File: config.mk
export PLATFORM = sky130hd
export DESIGN_NAME = mux_rr_arbiter
export DESIGN_NICKNAME = d
export VERILOG_FILES = /design/src/rtl/mux_rr_arbiter.sv
export SDC_FILE = /design/constraint.sdc
export NUM_CORES = 1
export LEC_CHECK = 0
export ABC_AREA = 0
export CORE_MARGIN = 2
export CORE_UTILIZATION = 32
export DETAILED_ROUTE_END_ITERATION = 8
export GPL_ROUTABILITY_DRIVEN = 0
export PLACE_DENSITY = 0.78
export REMOVE_ABC_BUFFERS = 1
export SYNTH_ARGS = -nofsm -noshare
export SYNTH_HDL_FRONTEND = slang
export SYNTH_SLANG_ARGS = --single-unit
File: constraint.sdc
create_clock -name clk -period 1.2 [get_ports clk]
set_clock_uncertainty 0.2 [all_clocks]
set_input_delay 0.24 -clock clk [delete_from_list [all_inputs] [get_ports clk]]
set_output_delay 0.24 -clock clk [all_outputs]
set_load 0.01 [all_outputs]
File: src/rtl/mux_rr_arbiter.sv
// mux_rr_arbiter: two-requester round-robin arbiter driving a registered 2:1 mux.
// Ports: clk, rst_n (sync, active-low), req[1:0], i0/i1[WIDTH-1:0] data in;
// gnt[1:0] one-hot or zero grant, s mux select, y muxed data, valid (y holds granted data).
// Optional macro ARB_TIMEOUT_EN adds a hold counter that preempts a grant after MAX_HOLD cycles.
module mux_rr_arbiter #(
  parameter int WIDTH = 8,
  parameter int MAX_HOLD = 4
) (
  input  logic             clk,
  input  logic             rst_n,
  input  logic [1:0]       req,
  input  logic [WIDTH-1:0] i0,
  input  logic [WIDTH-1:0] i1,
  output logic [1:0]       gnt,
  output logic             s,
  output logic [WIDTH-1:0] y,
  output logic             valid
);
  typedef enum logic [1:0] {IDLE, G0, G1} state_t;
  state_t state, state_nx;
  logic last;
  logic pre0, pre1;
  if (MAX_HOLD < 1) begin : g_bad_hold
    $error("MAX_HOLD must be at least 1");
  end
`ifdef ARB_TIMEOUT_EN
  localparam int CW = MAX_HOLD > 1 ? $clog2(MAX_HOLD) : 1;
  logic [CW-1:0] hold;
  logic at_max;
  assign at_max = hold == CW'(MAX_HOLD - 1);
  // A grant is preempted only when it has used its full hold and the other side is waiting.
  assign pre0 = at_max && req[1];
  assign pre1 = at_max && req[0];
  always_ff @(posedge clk) begin
    if (!rst_n) hold <= '0;
    else hold <= (state_nx != state || state_nx == IDLE) ? '0 : at_max ? hold : hold + 1'b1;
  end
`else
  assign pre0 = 1'b0;
  assign pre1 = 1'b0;
`endif
  // On a tie from IDLE the requester that was not served last wins.
  always_comb begin
    state_nx = IDLE;
    unique case (state)
      IDLE:    state_nx = (req[0] && (!req[1] || last)) ? G0 : req[1] ? G1 : IDLE;
      G0:      state_nx = (req[0] && !pre0) ? G0 : req[1] ? G1 : IDLE;
      G1:      state_nx = (req[1] && !pre1) ? G1 : req[0] ? G0 : IDLE;
      default: state_nx = IDLE;
    endcase
  end
  always_ff @(posedge clk) begin
    if (!rst_n) begin
      state <= IDLE;
      gnt   <= 2'b00;
      s     <= 1'b0;
      y     <= '0;
      valid <= 1'b0;
      last  <= 1'b1;
    end else begin
      state <= state_nx;
      gnt   <= {state_nx == G1, state_nx == G0};
      s     <= state_nx == G1;
      if (state_nx != IDLE) last <= state_nx == G1;
      valid <= state != IDLE;
      if (state != IDLE) y <= s ? i1 : i0;
    end
  end
endmodule

==> results_dict.tcl <==
set metrics [dict create \
    critical_path.cell_chain "buf_6" \
    outcome "finished with violations" \
    synth_top_family_by_area "simple AND/OR/NAND/NOR gates" \
    rrSetupSlack_ns 0 \
    power_frac_comb 0.241 \
    crit_path_end_kind "primary output" \
    rows 15 \
    clock_latency_ns 0.28 \
    setup_viol 3 \
    ys_types 15 \
    grt_max_degree 10 \
    final_area_um2 1040 \
    power_switching_uw 281 \
    worst-path-buf-inv 1 \
    synth_area_um2 559 \
    synth-xor-area-share 0 \
    clk_pin_slew_worst_paths_ns 0.08 \
    sw_frac_of_total 0.243 \
    ys_seq_elements 14 \
    dieWidth_um 45.8 \
    pwr-share-clk 0.291 \
    netlist_top_cells_count "dfxtp_1, o21ai_0, mux2i_1, nand2_1, and3_1" \
    synth_compound_area_frac 0.148 \
    core_area_um2 1690 \
    maxSlewViolCount 0 \
    ir_drop_uv 558 \
    fin_nets 125 \
    cts_tree "yes" \
    area_growth_pct 85.2 \
    slowest_stage "dfxtp_4" \
    clock_sinks 14 \
    cts_root_buffer "clkbuf_4" \
    crit_arrival_ns 0.78 \
    p_seq_frac 0.468 \
    yosys.area.top_type_share 0.501 \
    yosysMostFrequentCell "dfxtp_1" \
    antenna_cells 0 \
    syn_inst 58 \
    leakagePower_uw 0.000469 \
    post_drt_wl_per_cell_um 12.1 \
    ant_nets 0 \
    path_class "flop to primary output" \
    yosysSeqAreaShare 0.501 \
    clockBufferDepth 2 \
    drt_iter0_drc 5 \
    synth_edf_count 0 \
    drv_cap 0 \
    dieArea_um2 2100 \
    grt.total_usage 0.141 \
    crit_family "flip-flops" \
    cts_buffers 3 \
    min_period_ns 1.22 \
    drt_pre_antenna_iters 4 \
    dpl-instance-area_um2 951 \
    max_stage_delay_ns 0.39 \
    die_h_um 45.8 \
    max_slew_margin 0.846 \
    powerDensity_nw_per_um2 1110 \
    htreeDepth 1 \
    hpwl_um 1170 \
    violations "setup timing" \
    hold_path.class "input port to flop" \
    ys_top_cells_by_area "dfxtp_1, mux2i_1, o21ai_0" \
    hold_slack_ns 0.133 \
    cp_max_fo 4 \
    num_vias 576 \
    synth.avg_cell_area_um2 9.64 \
    io_pins 32 \
    synth_flop_cell "dfxtp_1" \
    drive_gt1_frac 0.433 \
    drc_errors 0 \
    async_flop_share 0 \
    stdcell_count 121 \
    final_hold_viol_count 0 \
    synthMuxAreaShare 0.143 \
    required_ns 0.76 \
    yosysWarnings 0 \
    intPower_uw 874 \
    via_per_inst 4.76 \
    synth_fa_ha_area_frac 0 \
    grt_overflow 0 \
    antenna_found_initial 0 \
    initial_utilization 0.331 \
    grt_pass1_vias 482 \
    worst_setup_path_start_kind "flop" \
    tightestPinTransition_ns 0.230 \
    port_buffers 31 \
    min_period_over_period 1.02 \
    grt_pass1_wl_um 1990 \
    rsz0062_at_grt "true" \
    yosys.area_share.simple 0.161 \
    drt_wl_total_um 1460 \
    fmaxAchievable_mhz 819 \
    yosys.area.top_type "dfxtp_1" \
    dp.cells 113 \
    worst_slack_ns -0.0204 \
]
==> registers in the layout (all words and copies together) (netlist names) <==
signal  count
y           8
valid       1
state       2
last        1
gnt         2
==> worst min-delay path, stage by stage <==
cell and delay (ns):
dlymetal6s2s_1 0.11, buf_4 0.15, o21ai_0 0.07
==> kinds of logic (layout without fill, tap and decap cells) <==
family | after synthesis | in the layout
AOI/OAI and AO/OA | 15 | 15
buffers and inverters | 5 | 51
DFF | 14 | 14
muxes | 8 | 8
and+or+nand+nor | 16 | 16
==> per-layer routing <==
| layer | GRT usage | routed length (um) | up-vias |
|---|---|---|---|
| met5 | 0 | 0 | - |
| met2 | 0.242 | 660 | 29 |
| li1 | - | - | 294 |
| met4 | 0.0857 | 30 | 0 |
| met1 | 0.140 | 598 | 251 |
| met3 | 0.0595 | 173 | 2 |
==> metrics by stage <==
stage          setup slack (ns)   util  TNS [ns]  total power [uW]
6_report                -0.0204  0.613   -0.0413              1150
5_1_grt                 -0.0444  0.613    -0.170              1200
4_1_cts                 -0.0447  0.577   -0.0775              1140
3_5_place_dp             -0.337  0.563     -4.78               809
3_3_place_gp             -0.287  0.563     -4.22               798
2_1_floorplan           -0.0688      -    -0.550               625
==> cell type report <==
class                   instances  area (um2)
repair buffers                 46         414
inverters                       1        3.75
fillers                       149         653
multi-input cells              39         264
flip-flops and latches         14         297
well taps                      17        21.3
clock buffers                   4        36.3
==> cell usage in the layout (no fill, tap or decap), drive strengths merged <==
master and n:
a21oi 2, and3 4, buf 27, clkbuf 4, clkdlybuf4s50 18, dfxtp 14, dlymetal6s2s 1, inv 1
mux2i 8, nand2 8, nand2b 1, nor2 1, nor2b 1, nor3b 1, o21ai 10, o22ai 3
==> repair_timing <==
action,in CTS,in global routing
endpoints found under the hold margin,0,0
resized for setup,64,12
pin swaps,1,1
buffers inserted,2,2
setup endpoints to repair,20,17
hold buffers,0,0
==> worst paths after layout <==
kind / cells after the start / from / end
worst max-delay path: 1 / gnt[1] / s
worst min-delay path: 3 / rst_n / last
worst max register to register: 4 / gnt[1] / y[2]
worst min register to register: 2 / y[7] / y[7]
==> power groups by stage <==
stage / logic (uW) / clock network, uW / registers [uW]
final: 278 / 336 / 541
after global routing: 298 / 360 / 545
after detailed placement: 265 / 0 / 544
after CTS: 251 / 349 / 538
after global placement: 257 / 0 / 541
after floorplan: 65.7 / 0 / 559
Power figures use the tool's default switching activity.
